$ cat config.mk
export PLATFORM = sky130hd
export DESIGN_NAME = fetch_unit
export DESIGN_NICKNAME = d
export VERILOG_FILES = /design/src/rtl/cpu_pkg.sv /design/src/rtl/inst_hold_buf.sv /design/src/rtl/fetch_unit.sv
export SDC_FILE = /design/constraint.sdc
export NUM_CORES = 1
export LEC_CHECK = 0
export ABC_AREA = 1
export CAP_MARGIN = 20
export CORE_ASPECT_RATIO = 1.5
export CORE_MARGIN = 4
export CORE_UTILIZATION = 50
export CTS_CLUSTER_SIZE = 28
export DETAILED_ROUTE_END_ITERATION = 10
export DONT_BUFFER_PORTS = 1
export GPL_ROUTABILITY_DRIVEN = 0
export HOLD_SLACK_MARGIN = 0.02
export PLACE_DENSITY = 0.76
export SYNTH_ARGS = -nofsm -noshare
export SYNTH_HDL_FRONTEND = slang
export SYNTH_SLANG_ARGS = --single-unit
$ cat constraint.sdc
create_clock -name clk_i -period 2 [get_ports clk_i]
set_clock_uncertainty 0.2 [all_clocks]
set_input_delay 0.4 -clock clk_i [delete_from_list [all_inputs] [get_ports clk_i]]
set_output_delay 0.4 -clock clk_i [all_outputs]
set_load 0.03 [all_outputs]
$ cat src/rtl/cpu_pkg.sv
// Shared CPU types and constants.
// Used by the fetch stage and its hold buffer.
package cpu_pkg;

  localparam logic [31:0] NOP_INST     = 32'h0000_0000;
  localparam logic [31:0] DEF_RESET_PC = 32'h0000_0000;

  typedef enum logic [1:0] {
    IDLE  = 2'd0,
    FETCH = 2'd1,
    FULL  = 2'd2
  } fetch_state_t;

endpackage

$ cat src/rtl/inst_hold_buf.sv
// One-entry {inst, pc4} buffer that parks a fetch
// response arriving while ID is stalled.
module inst_hold_buf
  import cpu_pkg::*;
#(
  parameter int ADDR_W = 32,
  parameter int INST_W = 32
) (
  input  logic              clk,
  input  logic              rst_n,
  input  logic              load,
  input  logic              clear,
  input  logic [INST_W-1:0] d_inst,
  input  logic [ADDR_W-1:0] d_pc4,
  output logic              valid,
  output logic [INST_W-1:0] inst,
  output logic [ADDR_W-1:0] pc4
);

  always_ff @(posedge clk or negedge rst_n) begin
    if (!rst_n) begin
      valid <= 1'b0;
      inst  <= INST_W'(NOP_INST);
      pc4   <= '0;
    end else if (clear) begin
      valid <= 1'b0;
      inst  <= INST_W'(NOP_INST);
      pc4   <= '0;
    end else if (load) begin
      valid <= 1'b1;
      inst  <= d_inst;
      pc4   <= d_pc4;
    end
  end

endmodule

$ cat src/rtl/fetch_unit.sv
// Instruction-fetch stage: PC, imem req/ack fetch,
// IF/ID register, stall hold and branch redirect.
module fetch_unit
  import cpu_pkg::*;
#(
  parameter int              ADDR_W   = 32,
  parameter int              INST_W   = 32,
  parameter logic [ADDR_W-1:0] RESET_PC = ADDR_W'(DEF_RESET_PC)
) (
  input  logic              clk_i,
  input  logic              rst_n_i,
  input  logic              start_i,
  input  logic              stall_i,
  input  logic              flush_i,
  input  logic [ADDR_W-1:0] branch_target_i,
  output logic              imem_req_o,
  output logic [ADDR_W-1:0] imem_addr_o,
  input  logic              imem_ack_i,
  input  logic [INST_W-1:0] imem_rdata_i,
  output logic              if_id_valid_o,
  output logic [INST_W-1:0] if_id_inst_o,
  output logic [ADDR_W-1:0] if_id_pc4_o
);

  fetch_state_t      state_q, state_d;
  logic [ADDR_W-1:0] pc_q, pc_d;
  logic [ADDR_W-1:0] tgt_q, tgt_d;
  logic              drop_q, drop_d;
  logic              v_q, v_d;
  logic [INST_W-1:0] inst_q, inst_d;
  logic [ADDR_W-1:0] pc4_q, pc4_d;
  logic [ADDR_W-1:0] pc_plus4;
  logic              ack;
  logic              buf_load, buf_clear, buf_valid;
  logic [INST_W-1:0] buf_inst;
  logic [ADDR_W-1:0] buf_pc4;

  assign imem_req_o    = (state_q == FETCH);
  assign imem_addr_o   = pc_q;
  assign ack           = imem_req_o & imem_ack_i;
  assign pc_plus4      = pc_q + ADDR_W'(4);
  assign if_id_valid_o = v_q;
  assign if_id_inst_o  = inst_q;
  assign if_id_pc4_o   = pc4_q;

  inst_hold_buf #(
    .ADDR_W(ADDR_W),
    .INST_W(INST_W)
  ) u_buf (
    .clk   (clk_i),
    .rst_n (rst_n_i),
    .load  (buf_load),
    .clear (buf_clear),
    .d_inst(imem_rdata_i),
    .d_pc4 (pc_plus4),
    .valid (buf_valid),
    .inst  (buf_inst),
    .pc4   (buf_pc4)
  );

  always_comb begin
    state_d   = state_q;
    pc_d      = pc_q;
    tgt_d     = tgt_q;
    drop_d    = drop_q;
    v_d       = v_q;
    inst_d    = inst_q;
    pc4_d     = pc4_q;
    buf_load  = 1'b0;
    buf_clear = 1'b0;
    // bubble unless something real arrives below
    if (!stall_i || flush_i) begin
      v_d    = 1'b0;
      inst_d = INST_W'(NOP_INST);
      pc4_d  = '0;
    end
    unique case (state_q)
      IDLE: begin
        if (flush_i) pc_d = branch_target_i;
        if (start_i) state_d = FETCH;
      end
      FETCH: begin
        if (flush_i) begin
          buf_clear = 1'b1;
          if (ack) begin
            pc_d   = branch_target_i;
            drop_d = 1'b0;
          end else begin
            drop_d = 1'b1;
            tgt_d  = branch_target_i;
          end
        end else if (ack) begin
          if (drop_q) begin
            pc_d   = tgt_q;
            drop_d = 1'b0;
          end else begin
            pc_d = pc_plus4;
            if (!stall_i) begin
              v_d    = 1'b1;
              inst_d = imem_rdata_i;
              pc4_d  = pc_plus4;
            end else begin
              buf_load = 1'b1;
              state_d  = FULL;
            end
          end
        end
      end
      FULL: begin
        if (flush_i) begin
          state_d   = FETCH;
          pc_d      = branch_target_i;
          buf_clear = 1'b1;
        end else if (!stall_i) begin
          v_d       = buf_valid;
          inst_d    = buf_inst;
          pc4_d     = buf_pc4;
          buf_clear = 1'b1;
          state_d   = FETCH;
        end
      end
      default: state_d = IDLE;
    endcase
  end

  always_ff @(posedge clk_i or negedge rst_n_i) begin
    if (!rst_n_i) begin
      state_q <= IDLE;
      pc_q    <= RESET_PC;
      tgt_q   <= '0;
      drop_q  <= 1'b0;
      v_q     <= 1'b0;
      inst_q  <= INST_W'(NOP_INST);
      pc4_q   <= '0;
    end else begin
      state_q <= state_d;
      pc_q    <= pc_d;
      tgt_q   <= tgt_d;
      drop_q  <= drop_d;
      v_q     <= v_d;
      inst_q  <= inst_d;
      pc4_q   <= pc4_d;
    end
  end

endmodule

==> results of run 1 <==
path summary, 6_finish.rpt:
kind                                 start          endpoint  slack (ps)  cells after the start
min in group clk_i                 stall_i   if_id_pc4_o[22]          40                      5
setup reg to reg           imem_addr_o[11]   imem_addr_o[15]         -40                      9
hold reg to reg                  tgt_q[22]         tgt_q[22]         290                      2
setup / recovery           imem_addr_o[11]   imem_addr_o[15]         -40                      9
max in group asynchronous          rst_n_i        state_q[0]        1900                      0
hold / removal                     rst_n_i  if_id_inst_o[26]        -550                      0
per-layer routing:
layer | global-route usage, % | vias up | wire length, um
met5 | 0 | - | 0
met3 | 5.03 | 122 | 2560
li1 | - | 4257 | -
met2 | 44.8 | 548 | 15300
met1 | 32.7 | 4449 | 11500
met4 | 15.7 | 0 | 1700
synth_stat cells, drive strengths merged:
cell / instances
o22ai: 111
o211ai: 7
nor3: 3
a22oi: 15
a22o: 39
inv: 175
o21bai: 1
a21boi: 3
clkbuf: 34
xor2: 10
dfrtp: 197
nand4: 2
nand2: 249
o21a: 6
nand3: 39
nor2: 70
ha: 5
buf: 31
xnor2: 2
clkinv: 1
a221oi: 1
a21oi: 51
mux2: 12
o31ai: 4
or2: 1
o21ai: 105
a21o: 2
where the power goes:
group	internal (mW)	switching, mW
clock	1.97	1.57
combinational	3.48	5.64
sequential	5.42	1.11
total	10.9	8.31
timing repair:
item                                    4_1_cts  5_1_grt
pin swaps                                     0       13
endpoints found under the setup margin       86      174
hold endpoints to repair                    288      197
gates resized for setup                      18      105
setup buffers                                 1       20
cloned                                        1        5
per-stage QoR:
step | area [sq um] | setup TNS, ps | cells | hold slack [ps] | worst slack [ps]
floorplan | 9840 | 0 | 1176 | -95.6 | 11.8
global placement | 10800 | -32.7 | 1478 | -87.4 | -9.87
detailed placement | 10800 | -746 | 1478 | -90.3 | -82.2
CTS | 12200 | 0 | 1578 | -560 | 0.444
global route | 12800 | -2570 | 1603 | -577 | -67.4
finish | 12800 | -69.4 | 1603 | -550 | -43.9
area by class of cell:
class,count,area [sq um],share of cell area [%]
Sequential cell,197,4940,38.6
Multi-Input combinational cell,738,4300,33.6
Tap cell,256,320,2.50
Timing Repair Buffer,204,1950,15.3
Inverter,176,678,5.30
Clock inverter,12,141,1.10
Clock buffer,20,467,3.65
registers in the layout, indices dropped and copies added, names as in the netlist:
signal and flops:
if_id_valid_o 1, u_buf.valid 1, u_buf.inst 32, tgt_q 32, imem_addr_o 32, drop_q 1, if_id_inst_o 32, if_id_pc4_o 32
state_q 2, u_buf.pc4 32
logic make-up (layout without fill, tap and decap cells):
kind of cell    Yosys count  in the layout
fa+ha+maj                 5              5
simple gates            364            364
buf+inv                 241            412
flops                   197            197
mux                      12             12
xor+xnor                 12             12
compound gates          345            345
critical path, delay by kind of cell (launching register included):
family / cells / cell delay, ps
AOI/OAI and AO/OA: 1 / 190
xor gates and xnor gates: 1 / 170
buffers and inverters: 1 / 130
DFF: 1 / 450
and+or+nand+nor: 6 / 790
==> results.tsv, run 1 <==
metric	value	unit
critical_path_class	reg -> reg	
initial_core_util	51.0	%
yosys_register_bits	197	
die_area	22000	sq um
synth.top_cells.by_area	dfrtp_1, nand2_1, o22ai_1	
crit_arrival	2170	ps
relSlewSlack	63.8	%
yosysTopAreaCell	dfrtp_1	
crit_required	2130	ps
ant_nets	0	
crit_top_cell	nand2_1	
overflow	0	
synth_top_family_by_area	compound AO/OA/AOI/OAI gates	
syn_inst	1176	
synth_area	9810	sq um
crit_path_cell_trace	nand2_1 -> nor2_1 -> nand2_1 -> nor2_4 -> buf_4 -> xnor2_2 -> nor2_1 -> o21ai_1 -> nand2_1	
io_buffers	0	
drt_iter0_drc	947	
cts.sinks	197	
ios	168	
synthAdderAreaFrac	0.638	%
netlist.area_leader.share	50.3	%
rsz0062_at_grt	true	
die_w	122	um
antenna_found_initial	0	
cts_buffers	17	
setup_viol	3	
critPathLaunchType	flip-flop	
viasPerCell	5.85	
layout.nets	1409	
hold_slack	-550	ps
hold_violations	197	
drc	0	
synth-simple-area-share	14.9	%
area_delta_synth_final	30.5	%
layout_setup_ws	-43.9	ps
synth.yosys.seq_area_share	50.3	%
fin_crit	2040	ps
grt_pass1_wl	47300	um
wire_per_inst	19.4	um
num-fill-cells	1468	
fin_crit_sh	102	%
clockRootBuffer	clkbuf_16	
power.leakage	6.07	nW
cts-htree-levels	4	
clk_latency	440	ps
final_common_cell	nand2_1	
worst_pin_slew	542	ps
hold_class	in -> async	
syn_nets	1251	
diodes	0	
cts_tree	done	
postLayoutCoreUtil	66.5	%
dr.pass1.iters	7	
drive_above_1_share	21.9	%
synth_cell_types	36	
synth_xor_area_share	1.07	%
vias	9376	
coreArea	19200	sq um
ir_drop	1010	uV
cts_buffer_depth	2	
drt-total-wl	31000	um
violations	hold timing, setup timing	
fmax	0.489	GHz
path_clk_slew	70	ps
powerDensity	1500	nW/um^2
grt_pass1_vias	9248	
hpwlAfterDp	20300	um
outcome	complete, but fails checks	
placementRows	62	
grt_max_degree	198	
grt_use_total	27.1	%
slew_viol_final	0	
worstPathMaxFanout	4	
critPathMaxStageDelay	450	ps
ctsHoldBuffers	66	
synth.avg_cell_area	8.34	sq um
worstSetupEndpointType	flip-flop	
synthMuxAreaShare	1.38	%
die_h	180	um
synth_compound_area_share	21.6	%
p_total	19.2	mW
yosysWarningCount	0	
most-common-layout-cells	nand2_1, dfrtp_1, inv_1	
cp_slowest_cell	dfrtp_1	
cap_violations	0	
Power figures use the tool's default switching activity.
==> run 2: changes to the inputs <==
--- a/config.mk
+++ b/config.mk
@@ -6,6 +6,7 @@
 export NUM_CORES = 1
 export LEC_CHECK = 0
 export ABC_AREA = 1
+export ABC_CLOCK_PERIOD_IN_PS = 2000
 export CAP_MARGIN = 20
 export CORE_ASPECT_RATIO = 1.5
 export CORE_MARGIN = 4
==> results of run 2 <==
No change in the layout: final DEF, timing and power equal those of run 1.
==> RTL edit, RTL diff (flow settings as in run 2) <==
`ADDR_W` is set to 32 in 2 places; all go to 36.
--- a/src/rtl/inst_hold_buf.sv
+++ b/src/rtl/inst_hold_buf.sv
@@ -3,7 +3,7 @@
 module inst_hold_buf
   import cpu_pkg::*;
 #(
-  parameter int ADDR_W = 32,
+  parameter int ADDR_W = 36,
   parameter int INST_W = 32
 ) (
   input  logic              clk,
--- a/src/rtl/fetch_unit.sv
+++ b/src/rtl/fetch_unit.sv
@@ -3,7 +3,7 @@
 module fetch_unit
   import cpu_pkg::*;
 #(
-  parameter int              ADDR_W   = 32,
+  parameter int              ADDR_W   = 36,
   parameter int              INST_W   = 32,
   parameter logic [ADDR_W-1:0] RESET_PC = ADDR_W'(DEF_RESET_PC)
 ) (
Ports: changed (resized branch_target_i, if_id_pc4_o and imem_addr_o); port bits go from 168 to 180. No check against the original RTL was run, so the function may have changed too.
==> RTL edit against run 2 <==
- cell area grew 9.8%
- sequential share of layout area is 0.61 points lower
- worst hold slack lost 66 ps
- largest power group unchanged
- sequential cell count up 16
- wire length increased by 11%
- non-clock buffer count is 6 higher
- first-iteration DRC count fell by 19%
- setup slack got worse by 42 ps
- total power is 17% higher
- the flow still finishes with violations (negative hold slack, negative setup slack)
- clock power grew 21%
- area after synthesis grew 11%
==> RTL edit: results (changes against run 2) <==
CTS Hold Bufs=71 (+7.6%); total power=22500 µW (+17%); routed wire length=34500 µm (+11%); dpl cells=1580 (+6.9%); Worst R2R End=if_id_inst_o[31]$_DFF_PN0_; Clk Latency, worst-skew pair=510 ps (+70 ps); setup repair bufs after CTS=1 (unchanged); Seq/Total Area, Yosys=48.8% (-1.4 points); Hold Slack=-615 ps (-65.6 ps); largest net degree at the start of global routing=214 (+8.1%); Final nets=1512 (+7.3%); All-Layer GR Usage=26.5% (-0.63 points); violated checks=negative hold slack, negative setup slack; met1 WL=12500 µm (+9.2%); Switch Pwr=9770 µW (+18%); CP Launch Point=state_q[1]$_DFFE_PN0P_; met1 Resource Use GR=33.6% (+0.90 points); post-synthesis cell type count=49 (+36%); arrival time at the worst endpoint=2290 ps (+120 ps); Vias/cell=5.94 (+1.5%); crit-path max FO=19 (+15); WL met2=17000 µm (+11%); layout cell share with drive strength beyond 1=23.5% (+1.6 points); GRT met2 Usage=44.6% (-0.24 points); port bufs=0 (unchanged); post-DP HPWL=22300 µm (+9.9%); FF-to-FF path depth=8 (-1); Area after DPL=11900 µm² (+10%); vias in the first global route=9778 (+5.7%); drt pass-1 iters=5 (-2); CTS HTree Levels=1 (-3); Slew @ Worst Pin=637 ps (+94.8 ps); P_leak=0.00635 µW (+4.5%); final-report setup violation count=56 (+53); Synth Net Count=1347 (+7.7%); status=complete, but fails checks; Post-synth top cells=260 x nand2_1, 213 x dfrtp_1, 151 x inv_1, 86 x o21ai_0, 78 x a21oi_1; ys async rst share=100% (unchanged); first-pass GRT wire length=52100 µm (+10%); Seq pwr share=32.6% (-1.4 points); metal3 WL=3200 µm (+25%); post_cts resized=4 (-14); fill count=1558 (+6.1%); final worst slack=-85.7 ps (-41.8 ps); wire per inst=20.1 µm (+3.9%); met3 usage=4.29% (-0.74 points); DR iter-0 viols=763 (-19%); syn_area_per_cell=8.61 µm² (+3.2%); CTS Buffer Depth=3 (+1); Logic pwr share=48.3% (+0.8 points); CP top delay family=buffers and inverters; Reg clk slew, reported paths=60 ps; largest stage delay on the critical path=400 ps (-50 ps); final hold violation count=213 (+8.1%); dominant cells by area after synthesis=dfrtp_1 49%, nand2_1 8.9%, inv_1 5.2%; Peak VDD IR=1.09 mV (+8.0%); total CTS buffers=22 (+5)
## RTL edit: through the flow
| stage | setup slack (ps) | hold slack [ps] | TNS (ps) |
|---|---|---|---|
| 2_1_floorplan | 23.6 | -95.6 | 0 |
| 3_3_place_gp | 65.2 | -90.5 | 0 |
| 3_5_place_dp | -0.607 | -90.9 | -0.607 |
| 4_1_cts | 0.203 | -623 | 0 |
| 5_1_grt | -150 | -624 | -7630 |
| 6_report | -85.7 | -615 | -1110 |
## RTL edit: cell type report
type                       count  area [µm²]  share of cell area, %
inverter                     163         627                   4.46
timing repair inverter         1        7.51                 0.0534
timing repair buffer         210        2000                   14.2
multi-input combinational    822        4990                   35.5
clock buffer                  30         642                   4.57
sequential                   213        5340                   38.0
clock inverter                10         111                  0.792
tap                          268         335                   2.39
## RTL edit: logic make-up (layout without fill, tap and decap cells)
| logic type | Yosys count | count (layout) | share of synthesized area (%) |
|---|---|---|---|
| simple gates | 416 | 416 | 16.9 |
| compound gates | 366 | 366 | 21.6 |
| buf+inv | 233 | 414 | 8.76 |
| flops | 213 | 213 | 48.8 |
| mux | 20 | 20 | 2.06 |
| xor+xnor | 15 | 15 | 1.27 |
| fa+ha+maj | 5 | 5 | 0.573 |
## RTL edit: worst max path at each step
stage,end,slack (ps)
2_1_floorplan,if_id_pc4_o[24]$_DFF_PN0_,20
6_report,if_id_inst_o[31]$_DFF_PN0_,-90
5_1_grt,if_id_pc4_o[12]$_DFF_PN0_,-150
3_3_place_gp,if_id_pc4_o[26]$_DFF_PN0_,70
4_1_cts,imem_req_o,0.2
3_5_place_dp,imem_addr_o[26]$_DFFE_PN0P_,-0.6
